$ cat src/rtl/instr_mem_loader.sv
// -----------------------------------------------------------------------------
// instr_mem_loader
//
// Streams 32-bit instruction words from a valid/ready source into the write
// port of the pc-indexed instruction RAM. Words land at consecutive
// addresses, starting at a base address captured together with the word count
// on a one-cycle start request. Each write is issued exactly one cycle after
// its word is accepted.
//
// Optional build macro: LOADER_CHECKSUM_EN
//   When defined, the checksum_o port is added. It carries the modulo-2^DATA_WIDTH
//   sum of every word accepted since the last accepted start.
//
// Ports:
//   clk_i        system clock, rising-edge
//   reset_i      synchronous active-high reset
//   start_i      one-cycle load request (honoured only in IDLE)
//   base_addr_i  first instruction address of the load
//   length_i     number of words to load
//   in_valid_i   in_data_i holds a word
//   in_data_i    instruction word
//   in_ready_o   loader accepts a word this cycle
//   mem_we_o     instruction RAM write enable
//   mem_addr_o   instruction RAM write address (held when mem_we_o=0)
//   mem_data_o   instruction RAM write data (held when mem_we_o=0)
//   busy_o       high while loading or flushing the final write
//   done_o       one-cycle completion pulse
//   checksum_o   (LOADER_CHECKSUM_EN only) sum of accepted words
//   err_o        sticky range error; cleared by the next accepted start
//
// States:
//   state   | meaning
//   IDLE    | waiting for start
//   LOAD    | accepting words, each written one cycle later
//   FLUSH   | final write on the RAM port, no more words accepted
//   DONE    | completion pulse, back to IDLE next cycle
// -----------------------------------------------------------------------------
module instr_mem_loader #(
  parameter int ADDR_WIDTH = 26,
  parameter int DATA_WIDTH = 32,
  parameter int LEN_WIDTH  = 16
) (
  input  logic                  clk_i,
  input  logic                  reset_i,
  input  logic                  start_i,
  input  logic [ADDR_WIDTH-1:0] base_addr_i,
  input  logic [LEN_WIDTH-1:0]  length_i,
  input  logic                  in_valid_i,
  input  logic [DATA_WIDTH-1:0] in_data_i,
  output logic                  in_ready_o,
  output logic                  mem_we_o,
  output logic [ADDR_WIDTH-1:0] mem_addr_o,
  output logic [DATA_WIDTH-1:0] mem_data_o,
  output logic                  busy_o,
  output logic                  done_o,
`ifdef LOADER_CHECKSUM_EN
  output logic [DATA_WIDTH-1:0] checksum_o,
`endif
  output logic                  err_o
);

  typedef enum logic [1:0] {
    S_IDLE  = 2'd0,
    S_LOAD  = 2'd1,
    S_FLUSH = 2'd2,
    S_DONE  = 2'd3
  } state_e;

  // The range check needs one bit beyond the wider of address and length.
  localparam int SumW = ((ADDR_WIDTH > LEN_WIDTH) ? ADDR_WIDTH : LEN_WIDTH) + 1;
  localparam logic [SumW-1:0] AddrSpace = SumW'(1) << ADDR_WIDTH;

  state_e                state_q, state_d;
  logic [ADDR_WIDTH-1:0] base_q,  base_d;
  logic [LEN_WIDTH-1:0]  len_q,   len_d;
  logic [LEN_WIDTH-1:0]  idx_q,   idx_d;
  logic                  err_q,   err_d;
  logic                  we_q,    we_d;
  logic [ADDR_WIDTH-1:0] addr_q,  addr_d;
  logic [DATA_WIDTH-1:0] data_q,  data_d;
`ifdef LOADER_CHECKSUM_EN
  logic [DATA_WIDTH-1:0] csum_q,  csum_d;
`endif

  logic [SumW-1:0] end_addr;
  logic            range_ovf;
  logic            last_word;

  assign end_addr  = SumW'(base_addr_i) + SumW'(length_i);
  assign range_ovf = end_addr > AddrSpace;
  assign last_word = (idx_q == (len_q - LEN_WIDTH'(1)));

  always_comb begin
    state_d    = state_q;
    base_d     = base_q;
    len_d      = len_q;
    idx_d      = idx_q;
    err_d      = err_q;
    we_d       = 1'b0;
    addr_d     = addr_q;
    data_d     = data_q;
`ifdef LOADER_CHECKSUM_EN
    csum_d     = csum_q;
`endif
    in_ready_o = 1'b0;
    busy_o     = 1'b0;
    done_o     = 1'b0;

    unique case (state_q)
      S_IDLE: begin
        if (start_i) begin
          base_d = base_addr_i;
          len_d  = length_i;
          idx_d  = '0;
          err_d  = 1'b0;
`ifdef LOADER_CHECKSUM_EN
          csum_d = '0;
`endif
          // An empty load is never a range error, so it is checked first.
          if (length_i == '0) begin
            state_d = S_DONE;
          end else if (range_ovf) begin
            err_d   = 1'b1;
            state_d = S_DONE;
          end else begin
            state_d = S_LOAD;
          end
        end
      end

      S_LOAD: begin
        in_ready_o = 1'b1;
        busy_o     = 1'b1;
        if (in_valid_i) begin
          we_d   = 1'b1;
          addr_d = base_q + ADDR_WIDTH'(idx_q);
          data_d = in_data_i;
          idx_d  = idx_q + LEN_WIDTH'(1);
`ifdef LOADER_CHECKSUM_EN
          csum_d = csum_q + in_data_i;
`endif
          if (last_word) begin
            state_d = S_FLUSH;
          end
        end
      end

      S_FLUSH: begin
        busy_o  = 1'b1;
        state_d = S_DONE;
      end

      S_DONE: begin
        done_o  = 1'b1;
        state_d = S_IDLE;
      end

      default: begin
        state_d = S_IDLE;
      end
    endcase
  end

  always_ff @(posedge clk_i) begin
    if (reset_i) begin
      state_q <= S_IDLE;
      base_q  <= '0;
      len_q   <= '0;
      idx_q   <= '0;
      err_q   <= 1'b0;
      we_q    <= 1'b0;
      addr_q  <= '0;
      data_q  <= '0;
`ifdef LOADER_CHECKSUM_EN
      csum_q  <= '0;
`endif
    end else begin
      state_q <= state_d;
      base_q  <= base_d;
      len_q   <= len_d;
      idx_q   <= idx_d;
      err_q   <= err_d;
      we_q    <= we_d;
      addr_q  <= addr_d;
      data_q  <= data_d;
`ifdef LOADER_CHECKSUM_EN
      csum_q  <= csum_d;
`endif
    end
  end

  assign mem_we_o   = we_q;
  assign mem_addr_o = addr_q;
  assign mem_data_o = data_q;
  assign err_o      = err_q;
`ifdef LOADER_CHECKSUM_EN
  assign checksum_o = csum_q;
`endif

endmodule

$ cat config.mk
export PLATFORM = sky130hd
export DESIGN_NAME = instr_mem_loader
export DESIGN_NICKNAME = d
export VERILOG_FILES = /design/src/rtl/instr_mem_loader.sv
export SDC_FILE = /design/constraint.sdc
export NUM_CORES = 1
export LEC_CHECK = 0
export ABC_AREA = 1
export CORE_MARGIN = 2
export CORE_UTILIZATION = 35
export CTS_CLUSTER_DIAMETER = 60
export CTS_CLUSTER_SIZE = 25
export DETAILED_ROUTE_END_ITERATION = 10
export PLACE_DENSITY = 0.56
export SLEW_MARGIN = 30
export SYNTH_ARGS = -nofsm -noshare
export SYNTH_HDL_FRONTEND = slang
export SYNTH_SLANG_ARGS = --single-unit
$ cat constraint.sdc
create_clock -name clk_i -period 3.25 [get_ports clk_i]
set_clock_uncertainty 0.2 [all_clocks]
set_input_delay 0.975 -clock clk_i [delete_from_list [all_inputs] [get_ports clk_i]]
set_output_delay 0.975 -clock clk_i [all_outputs]
set_load 0.05 [all_outputs]
# == Word level (Yosys, flattened, before mapping) ==
# Index checks and enable logic that the tools add are counted.
# Widths: inputs -> output; s select.
# word_totals
reg_bits,120
latchBits,0
mem_bits_rw,0
rom_bits,0
inputBits,78
output_inout_bits,63
wordCells,45
n_memories,0
# classes
addsub,4
mul,0
div,0
magnitude_cmp,1
eq_ne,7
shift,0
mux,15
bitwise_logic,1
reduce_logical,9
# ops
cell,count
$mux 16,2
$pmux 16 s2,1
$add 26x16->27,1
$gt 27x27->1 const B,1
$add 26x16->26,1
$add 16x1->16 const B,1
$eq 16x16->1,1
$logic_not 16->1,1
$sub 16x1->16 const B,1
$mux 2,5
$pmux 2 s4,1
$mux 1,6
$ne 2x2->1 const B,3
$reduce_and 3->1,2
$eq 2x2->1 const B,2
$reduce_and 2->1,2
$reduce_or 2->1,2
$eq 2x1->1 const B,1
$logic_not 2->1,1
$reduce_bool 2->1,1
$not 1->1,1

# == Logic depth before layout (Yosys ltp) ==
# depth
depth_word,6
mapped_depth,18
ltp_nobuf,18

# == Worst setup path after synthesis ==
# No wires, ideal clock.
# synth_path
path_kind,input-to-reg
from,input port base_addr_i[0]
to,register state_q[1]
setup_ns,0.114
t_arrival_ns,2.613
required_time_ns,2.936
path_slack_ns,0.323
cell_stages,17
n_path_buf,0
path_cell_list,ha_1 inv_1 fa_1 inv_1 nand2_1 nand3_1 nand3_1 nand2_1 nand2_1 nand2_1 nand3b_1 nor3_1 nand3_1 nand2_1 nand2_1 nand2_1 a21oi_2
# synth_via
elab_chain_cells,6
# synth_lines
element,line_no,rtl
start: declaration,46,"input logic [ADDR_WIDTH-1:0] base_addr_i,"
$add 26x16->27,89,assign end_addr = SumW'(base_addr_i) + SumW'(length_i);
$gt 27x27->1,90,assign range_ovf = end_addr > AddrSpace;
$mux 2,122,end else if (range_ovf) begin
$mux 2,120,if (length_i == '0) begin
$mux 2,111,if (start_i) begin
$pmux 2 s4,109,unique case (state_q)
end signal: assignment,178,state_q <= state_d;
end: declaration,73,"state_e state_q, state_d;"
# No other way between the ends. The select of a mux whose other input is x is not followed.
# A chain may end at the register's enable or synchronous reset.

# == Final worst setup path ==
# Ends and elaborated chain as after synthesis.

==> flow_metrics.py <==
metrics = {
    "run_status": {
        "status": "completed",
    },
    "pwr": {
        "power.total_mw": 6.702,
        "p_leak_nw": 4.609,
        "clockPowerShare_pct": 28.4,
        "vdd_drop_max_mv": 0.2858,
        "pwr-share-comb_pct": 41.7,
        "seq_power_share_pct": 29.9,
        "p_switching_mw": 2.757,
        "p_int_mw": 3.945,
        "swShare_pct": 41.14,
        "powerDensity_nw_per_um2": 674.8,
    },
    "sta": {
        "setup_viol": 0,
        "finalCriticalPeriod_ns": 3.124,
        "worst_slack_ns": 0.1255,
        "min_period_over_period_pct": 96.14,
        "relSlewSlack_pct": 47.68,
        "max_freq_ghz": 0.3201,
        "slew_violations": 0,
        "tns_ns": 0,
        "tightest_slew_ns": 0.7840,
        "rsz0062_at_grt": "true",
        "hold_violations": 0,
    },
    "grt": {
        "grt_first_pass_wirelength_um": 33380,
        "overflow": 0,
        "grtUsageTotal_pct": 18.92,
        "grt_pass1_vias": 6698,
        "grt_max_degree": 89,
        "grt_antenna_before_repair": 0,
    },
    "floorplanning": {
        "die_y_um": 148.1,
        "die_w_um": 148.1,
        "io_pins": 141,
        "design.core.area_um2": 20300,
        "placementRows": 52,
        "start_util_pct": 35.80,
        "fp.dieArea_um2": 21930,
    },
    "detailed_routing": {
        "dr_wl_met2_um": 9120,
        "vias": 7218,
        "wire_per_inst_um": 12.93,
        "top_layer": "met4",
        "drt_iter0_drc": 396,
        "wl_um": 20390,
        "wl_met1_um": 10160,
        "firstDrtPassIters": 4,
        "drc_errors": 0,
        "wl_met3_um": 832,
        "drtAntennaViolNets": 0,
        "via_per_inst": 4.577,
    },
    "layout": {
        "antenna_cells": 0,
        "final_area_um2": 9931,
        "layout_common_cells": "nand2_1, nor2_1, inv_1",
        "final_nets": 1413,
        "areaGrowthSynthToFinish_pct": 36.66,
        "drive_gt1_share_pct": 9.717,
        "final_common_cell": "nand2_1",
        "fillers": 2123,
        "instances_no_fill": 1577,
    },
    "synth": {
        "ys_warn_count": 0,
        "async_flop_share_pct": 0,
        "synth_top_flop_cell": "dfxtp_1",
        "yosys.area.top_type": "dfxtp_1",
        "ys_seq_area_share_pct": 33.06,
        "synthAdderAreaFrac_pct": 7.266,
        "synth-simple-area-share_pct": 30.68,
        "synthMuxAreaShare_pct": 0,
        "syn_inst": 1113,
        "synth_xor_area_share_pct": 5.010,
        "synth-seq-cells": 120,
        "synth_edf_count": 0,
        "synth_nets": 1232,
        "synth_compound_area_share_pct": 14.20,
        "synth_top_area_share_pct": 33.06,
        "synth_area_um2": 7267,
        "synthDistinctLibCells": 40,
        "synth_top_family_by_area": "simple AND/OR/NAND/NOR gates",
        "synth_area_leaders": "dfxtp_1, nand2_1, nor2_1, inv_1, o21ai_0",
        "postSynthAreaPerCell_um2": 6.529,
    },
    "clock_tree": {
        "cts_root_buf": "clkbuf_16",
        "hold_buffers": 0,
        "cts_tree": "yes",
        "clkSlewWorstSetupHoldPaths_ns": 0.06,
        "cts_buffers": 17,
        "worstSkewPairLatency_ns": 0.42,
        "cts_max_level": 4,
        "cts_sinks": 120,
        "clockBufferDepth": 2,
        "cts_setup_buffers": 0,
    },
    "place": {
        "dp_hpwl_um": 15970,
        "gp_congestion": 0.8746,
        "dpl-instance-area_um2": 9306,
        "dp_slack_ns": -0.4066,
        "io_buffers": 140,
        "placed_cells": 1545,
    },
    "setup_path": {
        "start_kind": "input pin",
        "reg2reg_slack_ns": 0.61,
        "arrival_ns": 3.24,
        "critPathCaptureType": "flip-flop",
        "worstSetupPathType": "in -> reg",
        "worstPathRequired_ns": 3.36,
        "cp_max_fo": 3,
    },
    "flow_run": {
        "maxCapViolCount": 0,
    },
    "min_path": {
        "hold_path.class": "reg -> reg",
    },
}
-- power by group through the flow --
stage	registers, mW	logic [mW]	clock network (mW)
finish	2.01	2.79	1.90
detailed placement	2.04	2.81	0
global route	2.06	3.08	2.02
floorplan	2.56	1.39	0
CTS	2.01	2.82	1.95
global placement	2.03	2.80	0
-- state kept, by name, summed over array words and instances, names as in the netlist --
register	count
state_q	2
base_q	26
mem_data_o	32
err_o	1
mem_we_o	1
idx_q	16
mem_addr_o	26
len_q	16
-- final cells by class --
class	count	area, um2	area share, %
Multi-Input combinational cell	804	4184	42.13
Sequential cell	120	2402	24.19
Tap cell	270	337.8	3.402
Inverter	156	585.6	5.896
Clock buffer	18	429.2	4.322
Clock inverter	14	163.9	1.650
Timing Repair Buffer	195	1828	18.41
-- cell usage after synthesis, types with 5 or more instances --
library cell and instances:
nand2_2 5, o21ai_0 102, o21ai_1 7, xnor2_1 11, nor2_1 201, inv_1 148, nand2_1 228, nor3_1 10
ha_1 39, xor2_1 28, nor4_1 5, nand4_1 17, clkbuf_1 30, a21oi_1 66, nand3_1 42, dfxtp_1 120
inv_2 5
-- metrics by stage --
stage	hold slack [ns]	utilization (%)
after floorplan	0.2471	-
after global placement	0.2615	45.85
after detailed placement	0.2713	45.85
after CTS	0.2804	48.76
after global routing	0.2992	48.92
final	0.2807	48.92
-- critical path, stage by stage --
cell             delay, ns
clkdlybuf4s50_1       0.49
ha_2                  0.19
inv_1                 0.05
fa_2                  0.34
inv_1                 0.08
nand2_1               0.06
nand3_2               0.08
nand3_1               0.09
nand2_2               0.11
nand2_1               0.06
nand2_1               0.06
nand3b_1              0.11
nor3_2                0.19
nand3_1               0.11
nand2_1               0.08
nand2_1               0.05
nand2_1               0.07
a21oi_2               0.05
-- repair_timing --
item	in CTS	in global routing
endpoints found under the setup margin	1	3
endpoints found under the hold margin	0	0
gates resized for setup	1	7
-- metal layers --
layer	up-vias	track usage (%)
li1	3919	-
met3	14	3.620
met5	-	0
met4	0	5.381
met2	119	30.25
met1	3166	26.07
-- path summary, 6_finish.rpt --
path | endpoint | start | cells past startpoint
max | state_q[1] | base_addr_i[0] | 18
min | mem_data_o[19] | mem_data_o[19] | 2
max reg2reg | mem_addr_o[20] | idx_q[1] | 14
min reg2reg | mem_data_o[19] | mem_data_o[19] | 2
-- cells by family after synthesis --
family,Yosys count
AND/OR/NAND/NOR,529
AO/OA/AOI/OAI,194
buffers and inverters,189
flip-flops,120
adder cells (fa/ha/maj),41
XOR/XNOR,40
Note: power is estimated with default switching activity, not from simulation.
